File: src/rtl/pc_sequencer_if.sv
// rtl/pc_sequencer_if.sv - fetch/control/status bundle between the PC sequencer and the CPU datapath
//
// Signal groups:
//   fetch   : imem_req (seq -> mem), imem_ack (mem -> seq), pc (seq -> mem/datapath)
//   control : LT, br_en, br_offset, jmp_en, call_en, ret_en, jmp_addr (datapath -> seq)
//   status  : exec, stk_ovf, stk_unf (seq -> datapath)
// The sequencer is the master: it requests fetches and drives the PC.
interface pc_sequencer_if #(
    parameter int n = 8
);
    logic         imem_req;
    logic         imem_ack;
    logic         LT;
    logic         br_en;
    logic [n-1:0] br_offset;
    logic         jmp_en;
    logic         call_en;
    logic         ret_en;
    logic [n-1:0] jmp_addr;
    logic         exec;
    logic [n-1:0] pc;
    logic         stk_ovf;
    logic         stk_unf;

    modport master (
        input  imem_ack, LT, br_en, br_offset, jmp_en, call_en, ret_en, jmp_addr,
        output imem_req, exec, pc, stk_ovf, stk_unf
    );

    modport slave (
        output imem_ack, LT, br_en, br_offset, jmp_en, call_en, ret_en, jmp_addr,
        input  imem_req, exec, pc, stk_ovf, stk_unf
    );
endinterface

File: src/rtl/pc_sequencer.sv
// rtl/pc_sequencer.sv - program-counter sequencer with fetch handshake and return-address stack
//
// Ports:
//   clock  : rising-edge clock
//   nReset : asynchronous active-low reset
//   bus    : pc_sequencer_if.master (fetch handshake, control inputs, pc and status outputs)
// Parameters:
//   n     : PC / address width
//   DEPTH : return-address stack entries (>= 2)
module pc_sequencer #(
    parameter int n     = 8,
    parameter int DEPTH = 4
) (
    input  logic            clock,
    input  logic            nReset,
    pc_sequencer_if.master  bus
);
    localparam int CW = $clog2(DEPTH + 1);
    localparam int AW = $clog2(DEPTH);
    localparam logic [CW-1:0] FULL = CW'(DEPTH);
    localparam logic [n-1:0]  ONE  = n'(1);

    typedef enum logic [1:0] {
        IDLE  = 2'd0,
        FETCH = 2'd1,
        EXEC  = 2'd2
    } state_t;

    state_t         state_q, state_d;
    logic [n-1:0]   pc_q, pc_d, pc_inc;
    logic [CW-1:0]  cnt_q, cnt_d;
    logic [n-1:0]   ras_q [DEPTH];
    logic           ovf_q, ovf_d;
    logic           unf_q, unf_d;
    logic           push_en;
    logic           ras_empty, ras_full;
    logic [AW-1:0]  top_idx, push_idx;

    assign pc_inc    = pc_q + ONE;
    assign ras_empty = (cnt_q == '0);
    assign ras_full  = (cnt_q == FULL);
    // top_idx is only used when the stack is non-empty; push_idx only when not full.
    assign top_idx   = AW'(cnt_q - 1'b1);
    assign push_idx  = AW'(cnt_q);

    always_comb begin
        state_d = state_q;
        pc_d    = pc_q;
        cnt_d   = cnt_q;
        ovf_d   = ovf_q;
        unf_d   = unf_q;
        push_en = 1'b0;

        case (state_q)
            IDLE: begin
                state_d = FETCH;
            end
            FETCH: begin
                if (bus.imem_ack) begin
                    state_d = EXEC;
                end
            end
            EXEC: begin
                state_d = FETCH;
                // Exactly one action per instruction, highest priority first.
                if (bus.ret_en) begin
                    if (!ras_empty) begin
                        pc_d  = ras_q[top_idx];
                        cnt_d = cnt_q - 1'b1;
                    end else begin
                        pc_d  = pc_inc;
                        unf_d = 1'b1;
                    end
                end else if (bus.call_en) begin
                    pc_d = bus.jmp_addr;
                    if (!ras_full) begin
                        push_en = 1'b1;
                        cnt_d   = cnt_q + 1'b1;
                    end else begin
                        ovf_d = 1'b1;
                    end
                end else if (bus.jmp_en) begin
                    pc_d = bus.jmp_addr;
                end else if (bus.br_en && bus.LT) begin
                    pc_d = pc_q + bus.br_offset;
                end else begin
                    pc_d = pc_inc;
                end
            end
            default: begin
                state_d = IDLE;
            end
        endcase
    end

    always_ff @(posedge clock or negedge nReset) begin
        if (!nReset) begin
            state_q <= IDLE;
            pc_q    <= '0;
            cnt_q   <= '0;
            ovf_q   <= 1'b0;
            unf_q   <= 1'b0;
            for (int i = 0; i < DEPTH; i++) begin
                ras_q[i] <= '0;
            end
        end else begin
            state_q <= state_d;
            pc_q    <= pc_d;
            cnt_q   <= cnt_d;
            ovf_q   <= ovf_d;
            unf_q   <= unf_d;
            if (push_en) begin
                ras_q[push_idx] <= pc_inc;
            end
        end
    end

    // All outputs come straight from registers: no input-to-output path.
    assign bus.imem_req = (state_q == FETCH);
    assign bus.exec     = (state_q == EXEC);
    assign bus.pc       = pc_q;
    assign bus.stk_ovf  = ovf_q;
    assign bus.stk_unf  = unf_q;
endmodule

File: src/flat_wrapper.sv
// flat-port wrapper written by rule: the top's interface ports become plain ports
module pc_sequencer_flat 
#(
    parameter int n     = 8,
    parameter int DEPTH = 4
)
  (clock, nReset, bus_imem_ack, bus_LT, bus_br_en, bus_br_offset, bus_jmp_en, bus_call_en, bus_ret_en, bus_jmp_addr, bus_imem_req, bus_exec, bus_pc, bus_stk_ovf, bus_stk_unf);
  pc_sequencer_if #(.n(n)) bus_i ();
  input  logic clock;
  input  logic nReset;
  input wire logic [$bits(bus_i.imem_ack)-1:0] bus_imem_ack;
  input wire logic [$bits(bus_i.LT)-1:0] bus_LT;
  input wire logic [$bits(bus_i.br_en)-1:0] bus_br_en;
  input wire logic [$bits(bus_i.br_offset)-1:0] bus_br_offset;
  input wire logic [$bits(bus_i.jmp_en)-1:0] bus_jmp_en;
  input wire logic [$bits(bus_i.call_en)-1:0] bus_call_en;
  input wire logic [$bits(bus_i.ret_en)-1:0] bus_ret_en;
  input wire logic [$bits(bus_i.jmp_addr)-1:0] bus_jmp_addr;
  output wire logic [$bits(bus_i.imem_req)-1:0] bus_imem_req;
  output wire logic [$bits(bus_i.exec)-1:0] bus_exec;
  output wire logic [$bits(bus_i.pc)-1:0] bus_pc;
  output wire logic [$bits(bus_i.stk_ovf)-1:0] bus_stk_ovf;
  output wire logic [$bits(bus_i.stk_unf)-1:0] bus_stk_unf;
  assign bus_i.imem_ack = bus_imem_ack;
  assign bus_i.LT = bus_LT;
  assign bus_i.br_en = bus_br_en;
  assign bus_i.br_offset = bus_br_offset;
  assign bus_i.jmp_en = bus_jmp_en;
  assign bus_i.call_en = bus_call_en;
  assign bus_i.ret_en = bus_ret_en;
  assign bus_i.jmp_addr = bus_jmp_addr;
  assign bus_imem_req = bus_i.imem_req;
  assign bus_exec = bus_i.exec;
  assign bus_pc = bus_i.pc;
  assign bus_stk_ovf = bus_i.stk_ovf;
  assign bus_stk_unf = bus_i.stk_unf;
  pc_sequencer #(.n(n), .DEPTH(DEPTH)) u_core (.clock(clock), .nReset(nReset), .bus(bus_i));
endmodule
File: config.mk
export PLATFORM = sky130hd
export DESIGN_NAME = pc_sequencer_flat
export DESIGN_NICKNAME = d
export VERILOG_FILES = /design/src/rtl/pc_sequencer_if.sv /design/src/rtl/pc_sequencer.sv /design/src/flat_wrapper.sv
export SDC_FILE = /design/constraint.sdc
export NUM_CORES = 1
export LEC_CHECK = 0
export ABC_AREA = 1
export ABC_CLOCK_PERIOD_IN_PS = 2410
export CORE_MARGIN = 2
export CORE_UTILIZATION = 56
export CTS_CLUSTER_SIZE = 20
export DETAILED_ROUTE_END_ITERATION = 12
export PLACE_DENSITY = 0.91
export RECOVER_POWER = 25
export REMOVE_ABC_BUFFERS = 1
export SYNTH_ARGS = -nofsm -noshare
export SYNTH_HDL_FRONTEND = slang
export SYNTH_SLANG_ARGS = --single-unit
File: constraint.sdc
create_clock -name clock -period 2.41 [get_ports clock]
set_input_delay 0.3615 -clock clock [delete_from_list [all_inputs] [get_ports clock]]
set_output_delay 0.3615 -clock clock [all_outputs]
set_load 0.01 [all_outputs]
==> results.toml, run 1 <==
[final_layout]
multiInputGateArea_um2 = 1590
fin_cells = 514
antenna_cells = 0
regArea_um2 = 1180
layout.nets = 481
layout_common_cells = "160 x nand2_1, 47 x dfrtp_1, 36 x nand3_1"
final_area_um2 = 3500
syn2layout_area_growth_pct = 16.5
drive_above_1_share = 0.0991
fillerInstances = 430
layout_commonest_cell = "nand2_1"

[routing]
wl_per_cell_um = 14.6
via_per_inst = 5.51
dr.pass1.iters = 5
num_vias = 2834
route.final.wire_length_um = 7490
drtIter0Drc = 262
ant_nets = 0
drc = 0

[sta]
setup_ws_ns = 0.452
max_slew_margin = 0.386
rsz0062_at_grt = "no"
worst_pin_slew_ns = 0.921
period_needed_ns = 1.96
post-route-period-util = 0.812
slew_viol_final = 0
finClkSkew_ns = 0.0109
fmax_ghz = 0.511
setup_violations = 0
finalSetupTns_ns = 0
hold_violations = 0

[setup_path]
worst_setup_path_start_kind = "flip-flop"
r2r_cells = 9
cp-end-kind = "primary output"
cp.required_ns = 2.05
critPathKind = "flip-flop to primary output"
cp.arrival_ns = 1.60
path_max_fanout = 8

[power_and_ir_drop]
p_sw_frac = 0.463
p_per_area_nw_per_um2 = 1120
p_int_mw = 2.11
leakage_nw = 1.86
combPwrFrac = 0.528
power.switching_mw = 1.82
vdd_drop_max_v = 0.000578
pwr-share-clk = 0.127
seqPwrFrac = 0.345

[global_routing]
grt_pass1_vias = 2679
antenna_found_initial = 0
grt_usage = 0.263
grt_max_degree = 19
gr-total-overflow = 0
grt_pass1_wl_um = 12500

[hold_path]
hp-class = "flip-flop to flip-flop"
holdPathStages = 1

[floorplan]
die-height_um = 77.2
core_um2 = 5140
die-area_um2 = 5970
die_x_um = 77.2
io_pins = 36
fp-row-count = 26
initial_core_util = 0.584

[place]
place.gp.congestion = 0.852
dp_hpwl_um = 5630
pre_cts_ws_ns = 0.180
placed_area_um2 = 3400
port_buffers = 35
dp_cells = 505

[yosys]
synth_cell_types = 35
syn_area_um2 = 3000
postSynthCellCount = 404
ys_seq_elements = 47
synth_area_leaders = "dfrtp_1 39%, nand2_1 20%, nand3_1 6.0%"
ys_warn_count = 0
avgSynthCellArea_um2 = 7.44
yosysTopAreaCell = "dfrtp_1"
synth_top_area_share = 0.392
synth_seq_area_share = 0.392

[clock_tree]
clk_latency_ns = 0.31
cts_tree = "done"
cts-root-buf = "clkbuf_8"
cts_resized = 0
clk_pin_slew_ns = 0.09
cts_inserted_buffers = 5
htreeDepth = 2
cts_setup_buffers = 0
clockBufferDepth = 2
cts_sinks = 47
cts-hold-fix-buffers = 1

[status]
status = "finished clean"

[job]
max-cap-violations = 0
-- cell type report --
type,instances,share of cell area
timing repair buffer,41,0.111
clock buffer,6,0.0207
tap,70,0.0250
sequential,47,0.336
clock inverter,2,0.00465
inverter,43,0.0476
multi-input combinational,305,0.455
-- critical path, cell delays in order, from the launching register on --
cell and delay [ns]:
dfrtp_1 0.40, inv_2 0.09, nand2_4 0.11, inv_2 0.14, clkdlybuf4s50_1 0.56
-- logic make-up after synthesis --
logic type	Yosys count	share of synthesized area
DFF	47	0.392
and+or+nand+nor	231	0.342
adders and majority gates	14	0.0608
xor gates and xnor gates	8	0.0283
buffers and inverters	52	0.0787
AOI/OAI and AO/OA	52	0.0983
-- final timing paths --
path	start	endpoint	slack [ns]
worst min register to register	u_core.bus.stk_unf$_DFFE_PN0P_	u_core.bus.stk_unf$_DFFE_PN0P_	0.48
worst max-delay path	u_core.state_q[0]$_DFFE_PN0P_	bus_exec	0.45
max in group asynchronous	nReset	u_core.ras_q[31]$_DFFE_PN0P_	0.57
worst max register to register	u_core.cnt_q[0]$_DFFE_PN0P_	u_core.bus.pc[3]$_DFFE_PN0P_	0.49
worst min-delay path	u_core.bus.stk_unf$_DFFE_PN0P_	u_core.bus.stk_unf$_DFFE_PN0P_	0.48
min in group asynchronous	nReset	u_core.ras_q[15]$_DFFE_PN0P_	0.69
-- metrics by stage --
stage          utilization  total power [mW]  hold WS (ns)
2_1_floorplan            -              2.68        0.0659
3_3_place_gp         0.662              3.29         0.299
3_5_place_dp         0.662              3.40         0.304
4_1_cts              0.682              3.90         0.481
5_1_grt              0.681              4.25         0.495
6_report             0.681              3.93         0.481
-- registers in the layout (all words and copies together) (netlist names) --
name                cells
u_core.bus.pc           8
u_core.bus.stk_ovf      1
u_core.bus.stk_unf      1
u_core.cnt_q            3
u_core.ras_q           32
u_core.state_q          2
-- cells in the mapped netlist (all sizes together) --
library cell    n
a31oi           3
o21ai          32
nand3          37
buf             9
inv            42
nor3b           1
dfrtp          47
clkinv          1
or2             4
xor2            5
o211ai          3
nand3b          3
a31o            1
o22ai           1
fa              1
o2111ai         1
nand2         166
nor2           20
a21oi          11
xnor2           3
ha             13
-- power groups by stage --
| stage | Sequential, mW | Clock (mW) | Combinational, mW |
|---|---|---|---|
| CTS | 1.34 | 0.497 | 2.06 |
| global route | 1.40 | 0.534 | 2.32 |
| detailed placement | 1.36 | 0 | 2.04 |
| global placement | 1.33 | 0 | 1.96 |
| floorplan | 1.38 | 0 | 1.30 |
| finish | 1.36 | 0.500 | 2.08 |
-- layer usage --
| metal | global-route usage | share of wire |
|---|---|---|
| met5 | 0 | 0 |
| met4 | 0.0893 | 0.020 |
| met3 | 0.0459 | 0.058 |
| met2 | 0.443 | 0.49 |
| met1 | 0.343 | 0.43 |
Power figures use the tool's default switching activity.
==> run 2: changes to the inputs <==
--- a/config.mk
+++ b/config.mk
@@ -6,12 +6,12 @@
 export NUM_CORES = 1
 export LEC_CHECK = 0
 export ABC_AREA = 1
-export ABC_CLOCK_PERIOD_IN_PS = 2410
+export ABC_CLOCK_PERIOD_IN_PS = 1580
 export CORE_MARGIN = 2
-export CORE_UTILIZATION = 56
+export CORE_UTILIZATION = 51
 export CTS_CLUSTER_SIZE = 20
 export DETAILED_ROUTE_END_ITERATION = 12
-export PLACE_DENSITY = 0.91
+export PLACE_DENSITY = 0.88
 export RECOVER_POWER = 25
 export REMOVE_ABC_BUFFERS = 1
 export SYNTH_ARGS = -nofsm -noshare
==> constraint.sdc (replaced) <==
create_clock -name clock -period 1.58 [get_ports clock]
set_input_delay 0.237 -clock clock [delete_from_list [all_inputs] [get_ports clock]]
set_output_delay 0.237 -clock clock [all_outputs]
set_load 0.01 [all_outputs]
==> run 2 against run 1 <==
- the flow now finishes with violations (setup timing)
- non-clock buffer count increased by 46
- critical path depth increased by 6
- clock power increased by 50%
- worst hold slack got worse by 0.0034 ns
- sequential cell count unchanged
==> results.toml, run 2 (synthesized netlist as in run 1, its figures left out) <==
[sta]
slew_viol_final = 0
period_needed_ns = 1.87
worst_pin_slew_ns = 0.645
rsz0062_at_grt = "yes"
max_slew_margin = 0.570
fmax_ghz = 0.533
setup_ws_ns = -0.295
finClkSkew_ns = 0.00303
setup_violations = 6
post-route-period-util = 1.19
hold_violations = 0

[setup_path]
cp-end-kind = "flip-flop"
path_buf_inv = 3
cp.required_ns = 1.83
critPathMaxStageDelay_ns = 0.54
worst_setup_path_start_kind = "input port"
cp.arrival_ns = 2.13
path_max_fanout = 2
crit_top_cell = "nand2_1"
crit_chain = "clkdlybuf4s50_1, inv_1, fa_2, buf_4, xor2_1, a21oi_1, o21ai_1, nand2_1, nand2_1, nand2_1"
critPathKind = "input port to flip-flop"
crit_slowest_cell = "clkdlybuf4s50_1"
cpLargestDelayFamily = "buffers and inverters"

[clock_tree]
clockBufferDepth = 2
cts_inserted_buffers = 5
clk_pin_slew_ns = 0.09
clk_latency_ns = 0.31
htreeDepth = 2
cts_sinks = 47
cts_tree = "done"
cts-root-buf = "clkbuf_8"

[status]
violations = "setup timing"
status = "finished, violations left"

[hold_path]
hp-class = "flip-flop to flip-flop"

[floorplan]
io_pins = 36
core_um2 = 5610
die-area_um2 = 6520
die-height_um = 80.8
die_x_um = 80.8
fp-row-count = 27
initial_core_util = 0.536

[final_layout]
layout.nets = 528
layout_common_cells = "152 x nand2_1, 47 x dfrtp_1, 45 x buf_4"
final_area_um2 = 4090
regMostFlops = "u_core.ras_q"
antenna_cells = 0
drive_above_1_share = 0.251
largest_register_ffs = 32
regArea_um2 = 1180
syn2layout_area_growth_pct = 36.0
fillerInstances = 389
fin_cells = 563
multiInputGateArea_um2 = 1790
layout_commonest_cell = "nand2_1"

[routing]
num_vias = 3165
route.final.wire_length_um = 9020
ant_nets = 0
via_per_inst = 5.62
drc = 0
drtIter0Drc = 274
dr.pass1.iters = 5
wl_per_cell_um = 16.0

[place]
place.gp.congestion = 0.906
dp_hpwl_um = 5940
dp_cells = 541
placed_area_um2 = 3670
port_buffers = 35

[global_routing]
gr-total-overflow = 0
grt_pass1_vias = 2920
grt_max_degree = 48
grt_usage = 0.272
grt_pass1_wl_um = 13500
antenna_found_initial = 0

[power_and_ir_drop]
leakage_nw = 2.14
p_per_area_nw_per_um2 = 1740
power_mw = 7.13
vdd_drop_max_v = 0.000864

[job]
max-cap-violations = 0
## run 2: changes by cell type in the layout (fill, tap and decap cells not counted), sizes merged
cell | previous run | this run
inv | 43 | 42
clkinvlp | 1 | 3
dlymetal6s2s | 0 | 1
clkdlybuf4s15 | 0 | 1
buf | 4 | 51
dlygate4sd3 | 2 | 1
clkbuf | 8 | 6
nand2 | 166 | 167
clkdlybuf4s50 | 33 | 24
dlygate4sd2 | 0 | 8
## run 2: layout make-up
class	count	area share
clock buffers	5	0.0168
clock inverters	3	0.00490
inverters	43	0.0447
multi-input cells	306	0.438
flip-flops and latches	47	0.288
well taps	72	0.0220
repair buffers	87	0.186
## run 2: layer usage
| metal | vias to the layer above | wire, um | GRT usage |
|---|---|---|---|
| li1 | 1451 | - | - |
| met1 | 1486 | 3470 | 0.340 |
| met2 | 195 | 4550 | 0.477 |
| met3 | 33 | 754 | 0.0444 |
| met4 | 0 | 252 | 0.0983 |
| met5 | - | 0 | 0 |
## run 2: metrics by stage
| step | setup slack, ns | TNS (ns) | utilization | hold WS (ns) |
|---|---|---|---|---|
| 3_5_place_dp | -0.554 | -4.40 | 0.655 | 0.244 |
| 5_1_grt | -0.370 | -1.56 | 0.729 | 0.510 |
| 3_3_place_gp | -0.460 | -2.80 | 0.655 | 0.240 |
| 6_report | -0.295 | -0.850 | 0.729 | 0.477 |
| 4_1_cts | -0.153 | -0.485 | 0.700 | 0.441 |
| 2_1_floorplan | -0.440 | -14.24 | - | -0.0586 |
## run 2: worst paths after layout
kind / from / end / slack (ns) / cells after the start
max reg2reg: u_core.bus.pc[0]$_DFFE_PN0P_ / u_core.bus.pc[2]$_DFFE_PN0P_ / -0.29 / 10
max in group asynchronous: nReset / u_core.ras_q[22]$_DFFE_PN0P_ / 0.56 / 3
max: bus_br_offset[1] / u_core.bus.pc[2]$_DFFE_PN0P_ / -0.29 / 10
min reg2reg: u_core.bus.stk_unf$_DFFE_PN0P_ / u_core.bus.stk_unf$_DFFE_PN0P_ / 0.48 / 1
min in group asynchronous: nReset / u_core.ras_q[8]$_DFFE_PN0P_ / 0.60 / 3
min: u_core.bus.stk_unf$_DFFE_PN0P_ / u_core.bus.stk_unf$_DFFE_PN0P_ / 0.48 / 1
## run 2: power by group
part,total [mW],internal [mW],switching [mW],leakage [nW]
sequential,2.01,1.68,0.333,0.616
clock,0.750,0.309,0.441,0.0402
combinational,4.37,1.93,2.44,1.48
## run 2: repair_timing
action / CTS / global route
hold endpoints to repair: 47 / 0
setup buffers: 6 / 6
resized for setup: 31 / 27
gates cloned: 1 / 0
hold buffers: 1 / 0
setup endpoints to repair: 49 / 44
pin swaps: 9 / 23
